===== src/rtl/alu_bitfield_seq_pkg.sv =====
// ============================================================================
// Module      : alu_bitfield_seq_pkg
// Description : Shared op codes, FSM encodings, data width and op decode for
//               the iterative bitfield extract/insert unit.
// Revision    : 1.0 - initial release
// ============================================================================
`default_nettype none

package alu_bitfield_seq_pkg;

    localparam int c_DATA_W = 32;

    localparam logic [1:0] c_OP_EXTRACT   = 2'b00;
    localparam logic [1:0] c_OP_INSERT    = 2'b01;
    localparam logic [1:0] c_OP_EXTRACT_S = 2'b10;
    localparam logic [1:0] c_OP_RSVD      = 2'b11;

    localparam logic [1:0] c_ST_IDLE  = 2'd0;
    localparam logic [1:0] c_ST_SHIFT = 2'd1;
    localparam logic [1:0] c_ST_MASK  = 2'd2;
    localparam logic [1:0] c_ST_DONE  = 2'd3;

    typedef struct packed {
        logic insert;
        logic err;
    } bfx_ctrl_t;

    // Anything that is not an insert runs down the extract path.
    function automatic bfx_ctrl_t decode_op(input logic [1:0] op);
        bfx_ctrl_t ctrl;
        ctrl = '0;
        case (op)
            c_OP_EXTRACT:   ctrl = '{insert: 1'b0, err: 1'b0};
            c_OP_INSERT:    ctrl = '{insert: 1'b1, err: 1'b0};
`ifdef ALU_BFX_SIGNED_EN
            c_OP_EXTRACT_S: ctrl = '{insert: 1'b0, err: 1'b0};
`else
            c_OP_EXTRACT_S: ctrl = '{insert: 1'b0, err: 1'b1};
`endif
            c_OP_RSVD:      ctrl = '{insert: 1'b0, err: 1'b1};
            default:        ctrl = '{insert: 1'b0, err: 1'b1};
        endcase
        return ctrl;
    endfunction

endpackage

`default_nettype wire


===== src/rtl/alu_bitfield_seq_if.sv =====
// ============================================================================
// Module      : alu_bitfield_seq_if
// Description : Request/response bundle of the bitfield unit.
// Revision    : 1.0 - initial release
// ============================================================================
`default_nettype none

interface alu_bitfield_seq_if;
    import alu_bitfield_seq_pkg::*;

    logic                in_valid;
    logic                in_ready;
    logic [1:0]          in_op;
    logic [c_DATA_W-1:0] in_src;
    logic [c_DATA_W-1:0] in_dst;
    logic [4:0]          in_pos;
    logic [4:0]          in_size;
    logic                out_valid;
    logic                out_ready;
    logic [c_DATA_W-1:0] out_data;
    logic                out_err;
    logic                busy;

    modport master (
        output in_valid, in_op, in_src, in_dst, in_pos, in_size, out_ready,
        input  in_ready, out_valid, out_data, out_err, busy
    );

    modport slave (
        input  in_valid, in_op, in_src, in_dst, in_pos, in_size, out_ready,
        output in_ready, out_valid, out_data, out_err, busy
    );

endinterface

`default_nettype wire


===== src/rtl/alu_mask_rom_32.sv =====
// ============================================================================
// Module      : alu_mask_rom_32
// Description : Width-mask ROM: bit i set for every i <= size_i.
// Revision    : 1.0 - initial release
// ============================================================================
`default_nettype none

module alu_mask_rom_32 (
    input  wire logic [4:0]  size_i,
    output logic      [31:0] mask_o
);

    for (genvar i = 0; i < 32; i++) begin : g_mask_bit
        assign mask_o[i] = (5'(i) <= size_i);
    end

endmodule

`default_nettype wire


===== src/rtl/alu_bitfield_seq.sv =====
// ============================================================================
// Module      : alu_bitfield_seq
// Description : Multi-cycle bitfield extract/insert using a coarse/fine
//               iterative shifter. Optional macro ALU_BFX_SIGNED_EN enables
//               sign-extending extract for op 10.
// Revision    : 1.0 - initial release
// ============================================================================
`default_nettype none

module alu_bitfield_seq
    import alu_bitfield_seq_pkg::*;
#(
    parameter int COARSE_STEP = 8
) (
    input  wire logic          clk,
    input  wire logic          rst_n,
    alu_bitfield_seq_if.slave  bus
);

    localparam logic [4:0] c_STEP = 5'(COARSE_STEP);

    logic [1:0]          state_q, state_d;
    logic [4:0]          count_q, count_d;
    logic [c_DATA_W-1:0] data_q, data_d;
    logic [c_DATA_W-1:0] mask_q, mask_d;
    logic [c_DATA_W-1:0] dst_q, dst_d;
    logic                insert_q, insert_d;
    logic                err_q, err_d;
    logic                out_valid_q, out_valid_d;
    logic [c_DATA_W-1:0] out_data_q, out_data_d;
    logic                out_err_q, out_err_d;
`ifdef ALU_BFX_SIGNED_EN
    logic                sext_q, sext_d;
`endif

    logic [c_DATA_W-1:0] rom_mask;
    logic                accept;
    logic                coarse;
    logic [4:0]          count_next;
    bfx_ctrl_t           ctrl;

    alu_mask_rom_32 u_mask_rom (
        .size_i (bus.in_size),
        .mask_o (rom_mask)
    );

    assign accept     = bus.in_valid && (state_q == c_ST_IDLE);
    assign ctrl       = decode_op(bus.in_op);
    assign coarse     = (count_q >= c_STEP);
    assign count_next = coarse ? (count_q - c_STEP) : (count_q - 5'd1);

    always_comb begin
        state_d     = state_q;
        count_d     = count_q;
        data_d      = data_q;
        mask_d      = mask_q;
        dst_d       = dst_q;
        insert_d    = insert_q;
        err_d       = err_q;
        out_valid_d = out_valid_q;
        out_data_d  = out_data_q;
        out_err_d   = out_err_q;
`ifdef ALU_BFX_SIGNED_EN
        sext_d      = sext_q;
`endif
        case (state_q)
            c_ST_IDLE: begin
                if (accept) begin
                    data_d   = bus.in_src;
                    dst_d    = bus.in_dst;
                    mask_d   = rom_mask;
                    count_d  = bus.in_pos;
                    insert_d = ctrl.insert;
                    err_d    = ctrl.err;
`ifdef ALU_BFX_SIGNED_EN
                    sext_d   = (bus.in_op == c_OP_EXTRACT_S);
`endif
                    state_d  = (bus.in_pos != 5'd0) ? c_ST_SHIFT : c_ST_MASK;
                end
            end
            c_ST_SHIFT: begin
                // Insert moves field and mask up to pos; extract pulls the field down to bit 0.
                if (insert_q) begin
                    data_d = coarse ? (data_q << COARSE_STEP) : (data_q << 1);
                    mask_d = coarse ? (mask_q << COARSE_STEP) : (mask_q << 1);
                end else begin
                    data_d = coarse ? (data_q >> COARSE_STEP) : (data_q >> 1);
                end
                count_d = count_next;
                if (count_next == 5'd0) begin
                    state_d = c_ST_MASK;
                end
            end
            c_ST_MASK: begin
                if (insert_q) begin
                    data_d = (dst_q & ~mask_q) | (data_q & mask_q);
                end else begin
                    data_d = data_q & mask_q;
`ifdef ALU_BFX_SIGNED_EN
                    // Topmost mask bit marks the field's sign bit.
                    if (sext_q && |(data_q & mask_q & ~(mask_q >> 1))) begin
                        data_d = (data_q & mask_q) | ~mask_q;
                    end
`endif
                end
                state_d = c_ST_DONE;
            end
            c_ST_DONE: begin
                if (!out_valid_q) begin
                    out_valid_d = 1'b1;
                    out_data_d  = data_q;
                    out_err_d   = err_q;
                end else if (bus.out_ready) begin
                    out_valid_d = 1'b0;
                    state_d     = c_ST_IDLE;
                end
            end
            default: state_d = c_ST_IDLE;
        endcase
    end

    always_ff @(posedge clk or negedge rst_n) begin
        if (!rst_n) begin
            state_q     <= c_ST_IDLE;
            count_q     <= '0;
            data_q      <= '0;
            mask_q      <= '0;
            dst_q       <= '0;
            insert_q    <= 1'b0;
            err_q       <= 1'b0;
            out_valid_q <= 1'b0;
            out_data_q  <= '0;
            out_err_q   <= 1'b0;
`ifdef ALU_BFX_SIGNED_EN
            sext_q      <= 1'b0;
`endif
        end else begin
            state_q     <= state_d;
            count_q     <= count_d;
            data_q      <= data_d;
            mask_q      <= mask_d;
            dst_q       <= dst_d;
            insert_q    <= insert_d;
            err_q       <= err_d;
            out_valid_q <= out_valid_d;
            out_data_q  <= out_data_d;
            out_err_q   <= out_err_d;
`ifdef ALU_BFX_SIGNED_EN
            sext_q      <= sext_d;
`endif
        end
    end

    assign bus.in_ready  = (state_q == c_ST_IDLE);
    assign bus.busy      = (state_q != c_ST_IDLE);
    assign bus.out_valid = out_valid_q;
    assign bus.out_data  = out_data_q;
    assign bus.out_err   = out_err_q;

endmodule

`default_nettype wire


===== src/flat_wrapper.sv =====
// flat-port wrapper written by rule: the top's interface ports become plain ports
module alu_bitfield_seq_flat import alu_bitfield_seq_pkg::*;
#(
    parameter int COARSE_STEP = 8
)
  (clk, rst_n, bus_in_valid, bus_in_op, bus_in_src, bus_in_dst, bus_in_pos, bus_in_size, bus_out_ready, bus_in_ready, bus_out_valid, bus_out_data, bus_out_err, bus_busy);
  alu_bitfield_seq_if bus_i ();
  input  wire logic clk;
  input  wire logic rst_n;
  input wire logic [$bits(bus_i.in_valid)-1:0] bus_in_valid;
  input wire logic [$bits(bus_i.in_op)-1:0] bus_in_op;
  input wire logic [$bits(bus_i.in_src)-1:0] bus_in_src;
  input wire logic [$bits(bus_i.in_dst)-1:0] bus_in_dst;
  input wire logic [$bits(bus_i.in_pos)-1:0] bus_in_pos;
  input wire logic [$bits(bus_i.in_size)-1:0] bus_in_size;
  input wire logic [$bits(bus_i.out_ready)-1:0] bus_out_ready;
  output wire logic [$bits(bus_i.in_ready)-1:0] bus_in_ready;
  output wire logic [$bits(bus_i.out_valid)-1:0] bus_out_valid;
  output wire logic [$bits(bus_i.out_data)-1:0] bus_out_data;
  output wire logic [$bits(bus_i.out_err)-1:0] bus_out_err;
  output wire logic [$bits(bus_i.busy)-1:0] bus_busy;
  assign bus_i.in_valid = bus_in_valid;
  assign bus_i.in_op = bus_in_op;
  assign bus_i.in_src = bus_in_src;
  assign bus_i.in_dst = bus_in_dst;
  assign bus_i.in_pos = bus_in_pos;
  assign bus_i.in_size = bus_in_size;
  assign bus_i.out_ready = bus_out_ready;
  assign bus_in_ready = bus_i.in_ready;
  assign bus_out_valid = bus_i.out_valid;
  assign bus_out_data = bus_i.out_data;
  assign bus_out_err = bus_i.out_err;
  assign bus_busy = bus_i.busy;
  alu_bitfield_seq #(.COARSE_STEP(COARSE_STEP)) u_core (.clk(clk), .rst_n(rst_n), .bus(bus_i));
endmodule

===== config.mk =====
export PLATFORM = sky130hd
export DESIGN_NAME = alu_bitfield_seq_flat
export DESIGN_NICKNAME = d
export VERILOG_FILES = /design/src/rtl/alu_bitfield_seq_pkg.sv /design/src/rtl/alu_bitfield_seq_if.sv /design/src/rtl/alu_mask_rom_32.sv /design/src/rtl/alu_bitfield_seq.sv /design/src/flat_wrapper.sv
export SDC_FILE = /design/constraint.sdc
export NUM_CORES = 1
export LEC_CHECK = 0
export CORE_MARGIN = 1
export CORE_UTILIZATION = 30
export DETAILED_ROUTE_END_ITERATION = 7
export REMOVE_ABC_BUFFERS = 1
export SLEW_MARGIN = 5
export SYNTH_ARGS = -nofsm -noshare
export SYNTH_HDL_FRONTEND = slang
export SYNTH_SLANG_ARGS = --single-unit

===== constraint.sdc =====
create_clock -name clk -period 3.8 [get_ports clk]
set_input_delay 1.14 -clock clk [delete_from_list [all_inputs] [get_ports clk]]
set_output_delay 1.14 -clock clk [all_outputs]
set_load 0.005 [all_outputs]

Word level (Yosys, flattened, before mapping)
Index checks and enable logic that the tools add are counted.
W data, S select, Z words.

storage, ports and cells
  bits in registers = 139
  memory bits (writable) = 0
  memories kept = 0
  latch bits = 0
  logic and storage cells = 98
  input bits = 80
  output and inout bits = 36
  ROM bits = 0

cells by class
  bitwise gates (word level) = 5
  shift-type cells = 0
  mux-type cells = 22
  $mul = 0
  reductions and logical operators = 15
  $lt $le $gt $ge = 33
  eq/ne operators = 11
  add/sub/neg operators = 2
  div/mod/pow operators = 0

operators with widths
  kind                   count
  $mux W32               7
  $pmux W32 S3           1
  $le A5 B5 Y1 const A   16
  $and A32 B32 Y32       2
  $pmux W32 S2           1
  $le A4 B5 Y1 const A   8
  $not A32 Y32           1
  $or A32 B32 Y32        1
  $mux W31               1
  $le A3 B5 Y1 const A   4
  $le A1 B5 Y1 const A   2
  $le A2 B5 Y1 const A   2
  $mux W2                5
  $mux W5                2
  $pmux W5 S2            1
  $eq A2 B2 Y1 const B   4
  $ne A2 B1 Y1 const B   4
  $pmux W2 S4            1
  $reduce_and A2 Y1      4
  $pmux W2 S3            1
  $ge A5 B4 Y1 const B   1
  $logic_not A5 Y1       1
  $reduce_bool A5 Y1     1
  $sub A5 B1 Y5 const B  1
  12 further kinds       16

Depth between registers and ports, before layout
Gate-level depths: netlist of the first run.

  depth after elaboration = 5
  gate-level depth with buffers = 10
  gate-level depth less buffers = 7

Hierarchy
From an unflattened synthesis of the first run, not the netlist that was laid out.

unflattened totals
  cells, all modules = 936
  area total of the unflattened synthesis = 8026.4 µm²

by module, submodules not included
  module            cells each  instances  area each (µm²)
  alu_bitfield_seq  881         1          7731.2
  alu_mask_rom_32   55          1          295.3

Worst setup path after synthesis of the first run
OpenSTA, ideal clock, no wires.

  path type = input-to-reg
  start point = input port bus_in_valid
  end point = register u_core.count_q[3]
  slack = 1.556 ns
  stages = 5
  data arrival time = 2.107 ns
  path buffers = 0
  cells stage by stage = nand2_1 a21boi_1 a211oi_1 a31oi_1 o21ai_0

between the ends
  cells in the longest elaborated chain, start to end = 3

ends and longest elaborated chain
  item                                line                     source
  start: declaration                  flat_wrapper.sv:10       input wire logic [$bits(bus_i.in_valid)-1:0] bus_in_valid;
  $logic_and A1 B1 Y1                 alu_bitfield_seq.sv:47   assign accept = bus.in_valid && (state_q == c_ST_IDLE);
  $ne A2 B1 Y1 (no source line)       -
  $reduce_and A2 Y1 (no source line)  -
  end signal: assignment              alu_bitfield_seq.sv:139  count_q <= count_d;
  end: declaration                    alu_bitfield_seq.sv:23   logic [4:0] count_q, count_d;

Every way passes these cells.
A chain may end at the register's enable or synchronous reset.

Final worst setup path of the first run
  start point = register u_core.state_q[0]
  end point = output port bus_busy

between the ends
  cells in the longest elaborated chain, start to end = 1

ends and longest elaborated chain
  item                      line                     source
  start: declaration        alu_bitfield_seq.sv:22   logic [1:0] state_q, state_d;
  start signal: assignment  alu_bitfield_seq.sv:124  state_q <= c_ST_IDLE;
  start signal: assignment  alu_bitfield_seq.sv:138  state_q <= state_d;
  $reduce_bool A2 Y1        alu_bitfield_seq.sv:155  assign bus.busy = (state_q != c_ST_IDLE);
  end: declaration          flat_wrapper.sv:21       output wire logic [$bits(bus_i.busy)-1:0] bus_busy;

Every way passes these cells.

==> insert_results.sql, run 1 <==
INSERT INTO impl_metrics (metric_group, metric, value, unit) VALUES
('outcome', 'result_of_the_run', 'finished, final reports clean', ''),
('floorplan', 'coreArea', '0.02525', 'mm²'),
('clock_network', 'cts_made_buffers', '17', ''),
('clock_network', 'cts_resized', '0', ''),
('detailed_routing', 'final_antenna_net_count', '0', ''),
('yosys', 'yosys_reg_bits', '139', ''),
('floorplan', 'floorplan.die_area', '0.02654', 'mm²'),
('floorplan', 'ios', '116', ''),
('place', 'gp_congestion', '0.8543', ''),
('floorplan', 'initial_core_util', '30.76', '%'),
('grt', 'grt_pass1_wl', '39.76', 'mm'),
('sta', 'finalWorstPathRequiredPeriod', '3.046', 'ns'),
('yosys', 'synth.lib_cells_used.distinct', '54', ''),
('sta', 'worst_clock_skew', '0.008822', 'ns'),
('floorplan', 'die-width', '162.9', 'µm'),
('clock_network', 'cts_root_buf', 'clkbuf_16', ''),
('grt', 'number_of_global_route_vias_before_repair', '6785', ''),
('cells_and_area', 'layout.filler_cells', '2520', ''),
('setup_path', 'r2r_start', 'u_core.state_q[1]', ''),
('setup_path', 'regToRegSetupSlack', '1.00', 'ns'),
('setup_path', 'cp-end-kind', 'output pin', ''),
('yosys', 'synth_enable_flop_cells', '0', ''),
('sta', 'timing.final.setup_violations', '0', ''),
('power', 'cellLeakagePower', '4.072', 'nW'),
('yosys', 'seq_area_frac_synth', '44.78', '%'),
('detailed_routing', 'route.detailed.wl_per_inst', '19.85', 'µm'),
('setup_path', 'timing.critical_path.from_type', 'flop', ''),
('sta', 'fmax', '0.3283', 'GHz'),
('place', 'preCtsSetupSlack', '0.7105', 'ns'),
('detailed_routing', 'detailroute.via_count', '6944', ''),
('grt', 'grt_antenna_before_repair', '0', ''),
('worst_hold_path', 'min-delay-path-class', 'reg -> reg', ''),
('grt', 'groute.usage.overall', '19.57', '%'),
('grt', 'grt_max_degree', '51', ''),
('clock_network', 'clock_sink_count', '139', ''),
('sta', 'post_route_worst_setup_slack', '0.7544', 'ns'),
('floorplan', 'die_height', '162.9', 'µm'),
('setup_path', 'path_class', 'reg -> out', ''),
('setup_path', 'critPathRequiredTime', '2.66', 'ns'),
('clock_network', 'latest_clock_arrival_within_the_worst_skew_pair', '0.43', 'ns'),
('yosys', 'synth_warnings', '0', ''),
('place', 'estimated_wirelength_of_the_detail_placed_design', '17.54', 'mm'),
('yosys', 'synth_flop_cell', 'dfrtp_1', ''),
('clock_network', 'clk_path_buf_depth', '2', ''),
('job', 'cap_viol_max_count', '0', ''),
('detailed_routing', 'dr.pass1.iters', '5', ''),
('place', 'detailed_place.area', '0.009281', 'mm²'),
('sta', 'drv_slew', '0', ''),
('worst_hold_path', 'critical_hold_path_startpoint', 'u_core.dst_q[5]', ''),
('clock_network', 'cts.htree.levels', '4', ''),
('setup_path', 'worstPathArrival', '1.91', 'ns'),
('sta', 'relSlewSlack', '18.34', '%'),
('cells_and_area', 'design.final.nets', '1013', ''),
('cells_and_area', 'drive_gt1_share', '15.43', '%'),
('clock_network', 'ctsHoldBuffers', '0', ''),
('clock_network', 'setup_fix_bufs_post_cts', '0', ''),
('yosys', 'count_of_mapped_cells_out_of_synthesis', '830', ''),
('setup_path', 'path_max_fanout', '10', ''),
('detailed_routing', 'drt_iter0_markers', '702', ''),
('worst_hold_path', 'hold-path-cell-count', '1', ''),
('detailed_routing', 'routed_via_density', '5.468', ''),
('sta', 'fin_hold_ws', '0.5034', 'ns'),
('sta', 'timing.setup.tns', '0', 'ns'),
('detailed_routing', 'wirelength', '25.20', 'mm'),
('clock_network', 'clock_tree_from_tritoncts', 'yes', ''),
('sta', 'report.final.hold_viol_count', '0', ''),
('power', 'vdd_drop_max', '513.3', 'µV'),
('cells_and_area', 'flow.area_growth_from_synthesis', '27.53', '%'),
('yosys', 'syn_avg_cell_area', '9.358', 'µm²'),
('sta', 'grt_setup_unrepaired', 'false', ''),
('worst_hold_path', 'worst_hold_path.endpoint', 'u_core.dst_q[5]', '');
[registers in the layout, indices dropped and copies added, names as in the netlist]
| register | cells |
|---|---|
| u_core.state_q | 2 |
| u_core.bus.out_data | 32 |
| u_core.bus.out_err | 1 |
| u_core.data_q | 32 |
| u_core.count_q | 5 |
| u_core.bus.out_valid | 1 |
| u_core.mask_q | 32 |
| u_core.dst_q | 32 |
| u_core.err_q | 1 |
| u_core.insert_q | 1 |
[layout make-up]
class / count / area [µm²] / share of cell area (%)
clock buffer: 18 / 429.2 / 4.332
timing repair buffer: 137 / 1355 / 13.68
sequential: 139 / 3480 / 35.13
clock inverter: 14 / 195.2 / 1.970
inverter: 14 / 52.55 / 0.5305
tap: 330 / 412.9 / 4.168
multi-input combinational: 618 / 3981 / 40.19
[worst max path at each step]
| stage | startpoint | end | slack (ns) | cells past startpoint |
|---|---|---|---|---|
| final | u_core.state_q[0] | bus_busy | 0.75 | 4 |
| after global routing | u_core.state_q[0] | bus_busy | 0.62 | 4 |
| after CTS | u_core.state_q[0] | bus_busy | 0.75 | 4 |
| after detailed placement | bus_in_valid | u_core.data_q[12] | 0.71 | 6 |
| after global placement | bus_in_valid | u_core.data_q[13] | 0.77 | 6 |
| after floorplan | u_core.insert_q | u_core.mask_q[1] | 0.48 | 3 |
[cell usage in the layout, fill, tap and decap left out, types with 4 or more instances in the layout]
| cell | instances |
|---|---|
| a211oi_1 | 5 |
| a21o_1 | 11 |
| a21oi_1 | 56 |
| a221o_1 | 11 |
| a221oi_1 | 11 |
| a22oi_1 | 4 |
| a2bb2oi_1 | 9 |
| a311oi_1 | 4 |
| a31oi_1 | 8 |
| and3_1 | 7 |
| buf_4 | 19 |
| bufinv_16 | 4 |
| clkbuf_16 | 17 |
| clkdlybuf4s50_1 | 114 |
| clkinvlp_4 | 4 |
| dfrtp_1 | 138 |
| ha_1 | 6 |
| inv_1 | 12 |
| mux2_2 | 80 |
| mux2i_1 | 28 |
| nand2_1 | 156 |
| nand2b_1 | 5 |
| nor2_1 | 24 |
| nor2b_1 | 9 |
| nor3_1 | 13 |
| o21ai_0 | 121 |
| o221ai_1 | 6 |
| or3_1 | 5 |
[per-stage QoR]
stage	instances	utilization [%]
CTS	1270	39.22
detailed placement	1238	36.75
finish	1270	39.22
global placement	1238	36.75
global route	1270	39.22
floorplan	771	-
[routing by layer]
metal	share of wire, %	GRT usage [%]	wire (µm)
met5	0	0	0
met4	1.3	5.353	323
met3	6.9	3.845	1744
met2	46	30.21	11670
met1	45	27.69	11460
[report_power, final]
part	leakage (nW)	internal, W	total (W)	switching, W
clock network	0.293	0.00110	0.00179	0.000685
registers	1.71	0.00222	0.00310	0.000887
logic	2.07	0.00217	0.00464	0.00248
[synth_stat cells, types with 6 or more instances]
master / instances / area (µm²)
o221ai_1: 6 / 52.55
a221o_1: 11 / 110.1
mux2_2: 80 / 900.9
nand2_1: 157 / 589.3
ha_1: 6 / 75.07
clkbuf_1: 41 / 153.9
a221oi_1: 11 / 96.34
a31oi_1: 8 / 50.05
o21ai_0: 121 / 605.6
nor3_1: 13 / 65.06
nor2b_1: 9 / 56.30
a2bb2oi_1: 9 / 78.83
nor2_1: 25 / 93.84
mux2i_1: 28 / 280.3
dfrtp_1: 139 / 3478
inv_1: 12 / 45.04
buf_2: 10 / 50.05
a21oi_1: 56 / 280.3
a21o_1: 11 / 82.58
and3_1: 7 / 43.79
[cell families (layout without fill, tap and decap cells)]
logic type	Yosys count	count (layout)	share of synthesized area, %
AO/OA/AOI/OAI	269	269	21.49
AND/OR/NAND/NOR	234	234	13.24
flip-flops	139	139	44.78
multiplexers	109	109	15.50
buffers and inverters	73	183	4.027
adder cells (fa/ha/maj)	6	6	0.9665
[critical path, cell delays in order (launching register included)]
cell and delay, ns:
dfrtp_1 0.40, inv_1 0.10, ha_1 0.36, inv_1 0.15
clkdlybuf4s50_1 0.47
Note: power is estimated with default switching activity, not from simulation.
==> inputs of run 2 (changes only) <==
- clock period: 3.8 -> 2.6 ns (I/O delays scaled with it)
==> insert_results.sql, run 2 (synthesized netlist as in run 1, its figures left out) <==
INSERT INTO impl_metrics (metric_group, metric, value, unit) VALUES
('power', 'share_comb_of_total_power', '50.3', '%'),
('floorplan', 'ios', '116', ''),
('setup_path', 'cp-end-kind', 'output pin', ''),
('power', 'power.share.switching', '41.72', '%'),
('sta', 'worst_clock_skew', '0.006072', 'ns'),
('setup_path', 'cp.buffers_inverters', '2', ''),
('sta', 'worst_tran_pin_value', '0.6490', 'ns'),
('power', 'seq_power_share', '31.3', '%'),
('power', 'vdd_drop_max', '616.9', 'µV'),
('cells_and_area', 'layout.filler_cells', '2517', ''),
('grt', 'groute.usage.overall', '20.03', '%'),
('sta', 'timing.final.setup_violations', '0', ''),
('detailed_routing', 'route.detailed.wl_per_inst', '19.99', 'µm'),
('power', 'cellLeakagePower', '4.194', 'nW'),
('setup_path', 'critical_path.slowest_cell', 'clkdlybuf4s50_1', ''),
('cells_and_area', 'highest_count_cells_in_the_layout_ignoring_fill_and_taps', '156 x nand2_1, 138 x dfrtp_1, 121 x o21ai_0', ''),
('floorplan', 'initial_core_util', '30.76', '%'),
('detailed_routing', 'final_antenna_net_count', '0', ''),
('grt', 'grt_use_met2', '31.01', '%'),
('place', 'io_buffers', '115', ''),
('grt', 'grt_busiest_layer', 'met2', ''),
('detailed_routing', 'routed_via_density', '5.453', ''),
('power', 'netSwitchingPower', '0.005968', 'W'),
('sta', 'fin_hold_ws', '0.2690', 'ns'),
('outcome', 'result_of_the_run', 'finished, final reports clean', ''),
('clock_network', 'clk_transition_reported_paths', '0.06', 'ns'),
('grt', 'grt_max_degree', '56', ''),
('cells_and_area', 'flow.area_growth_from_synthesis', '30.22', '%'),
('worst_hold_path', 'min-delay-path-class', 'in -> async', ''),
('place', 'estimated_wirelength_of_the_detail_placed_design', '18.30', 'mm'),
('power', 'clockPowerShare', '18.5', '%'),
('sta', 'fmax', '0.4017', 'GHz'),
('grt', 'grt_antenna_before_repair', '0', ''),
('setup_path', 'cp_top_family', 'buffers and inverters', ''),
('clock_network', 'clock_tree_from_tritoncts', 'yes', ''),
('grt', 'number_of_global_route_vias_before_repair', '6826', ''),
('grt', 'gr-usage-met1', '28.19', '%'),
('clock_network', 'cts_made_buffers', '17', ''),
('floorplan', 'rows', '58', ''),
('floorplan', 'die_height', '162.9', 'µm'),
('job', 'cap_viol_max_count', '0', ''),
('power', 'power-per-cell-area', '1414', 'mW/mm²'),
('clock_network', 'cts.htree.levels', '4', ''),
('setup_path', 'path_max_fanout', '3', ''),
('sta', 'layout_worst_path_cycle_share', '95.74', '%'),
('setup_path', 'timing.critical_path.from_type', 'flop', ''),
('sta', 'relSlewSlack', '56.63', '%'),
('clock_network', 'cts_root_buf', 'clkbuf_16', ''),
('detailed_routing', 'drc', '0', ''),
('setup_path', 'crit_path_max_incr_delay', '0.52', 'ns'),
('setup_path', 'critPathRequiredTime', '1.82', 'ns'),
('place', 'gp_congestion', '0.8880', ''),
('cells_and_area', 'layout_commonest_cell', 'nand2_1', ''),
('floorplan', 'die-width', '162.9', 'µm'),
('clock_network', 'clk_path_buf_depth', '2', ''),
('sta', 'report.final.hold_viol_count', '0', ''),
('grt', 'grt_pass1_wl', '40.16', 'mm'),
('cells_and_area', 'drive_gt1_share', '17.35', '%'),
('grt', 'grt.met3_usage', '3.540', '%'),
('detailed_routing', 'detailroute.via_count', '7018', ''),
('clock_network', 'clock_sink_count', '139', ''),
('floorplan', 'coreArea', '0.02525', 'mm²'),
('floorplan', 'floorplan.die_area', '0.02654', 'mm²'),
('cells_and_area', 'design.final.nets', '1032', ''),
('cells_and_area', 'antennaDiodeCount', '0', ''),
('sta', 'timing.setup.tns', '0', 'ns'),
('clock_network', 'ctsHoldBuffers', '0', ''),
('sta', 'grt_setup_unrepaired', 'false', ''),
('detailed_routing', 'drt_iter0_markers', '657', ''),
('setup_path', 'worstPathArrival', '1.71', 'ns'),
('detailed_routing', 'wirelength', '25.72', 'mm'),
('sta', 'drv_slew', '0', ''),
('grt', 'gr-total-overflow', '0', ''),
('detailed_routing', 'dr.pass1.iters', '5', ''),
('setup_path', 'worstSetupPathDepth', '3', ''),
('sta', 'finalWorstPathRequiredPeriod', '2.489', 'ns'),
('clock_network', 'latest_clock_arrival_within_the_worst_skew_pair', '0.43', 'ns'),
('power', 'power.internal', '0.008335', 'W'),
('setup_path', 'list_of_cells_traversed_by_the_critical_path', 'inv_1 -> ha_2 -> clkdlybuf4s50_1', ''),
('setup_path', 'path_class', 'reg -> out', ''),
('setup_path', 'ff2ff_path_depth', '8', '');
## run 2: changes by cell type in the layout (fill, tap and decap cells not counted), sizes merged
cell,delta
buf,+19
clkbuf,+2
clkinvlp,-2
inv,-2
## run 2: per-stage QoR
step	total power, W	std cells	cell area [µm²]	setup WS (ns)	util [%]
finish	0.01430	1287	10110	0.1108	40.05
global placement	0.01147	1256	9467	0.1547	37.49
floorplan	0.008471	771	7507	-0.7178	-
CTS	0.01427	1286	10100	0.005225	39.99
global route	0.01530	1287	10110	0.02223	40.05
detailed placement	0.01159	1256	9467	0.1425	37.49
## run 2: final timing paths
| kind | start | to | slack (ns) |
|---|---|---|---|
| worst max-delay path | u_core.state_q[0] | bus_in_ready | 0.11 |
| worst min-delay path | rst_n | u_core.dst_q[4] | 0.27 |
| worst max register to register | u_core.count_q[0] | u_core.data_q[25] | 0.14 |
| worst min register to register | u_core.bus.out_data[8] | u_core.bus.out_data[8] | 0.50 |
| max in group asynchronous | rst_n | u_core.insert_q | 1.68 |
| min in group clk | u_core.bus.out_data[8] | u_core.bus.out_data[8] | 0.50 |
## run 2: area by class of cell
| type | instances | area, µm² | area share [%] |
|---|---|---|---|
| flip-flops and latches | 139 | 3480 | 34.40 |
| repair buffers | 156 | 1548 | 15.30 |
| multi-input cells | 618 | 3989 | 39.44 |
| clock inverters | 10 | 166.4 | 1.645 |
| well taps | 330 | 412.9 | 4.082 |
| inverters | 14 | 52.55 | 0.5195 |
| clock buffers | 20 | 466.7 | 4.614 |
## run 2: timing repair
action,4_1_cts,5_1_grt
buffers inserted,0,1
endpoints found under the setup margin,0,5
resized for setup,0,3
## run 2: routing by layer
layer / wire, µm / vias to the layer above
li1: - / 3245
met3: 1535 / 31
met4: 471 / 0
met2: 11890 / 261
met5: 0 / -
met1: 11830 / 3481
## run 2: power groups by stage
stage	logic, W	clock network [W]	registers [W]
global route	0.00790	0.00278	0.00461
floorplan	0.00441	0	0.00406
detailed placement	0.00711	0	0.00448
global placement	0.00702	0	0.00445
finish	0.00719	0.00264	0.00447
CTS	0.00714	0.00269	0.00444
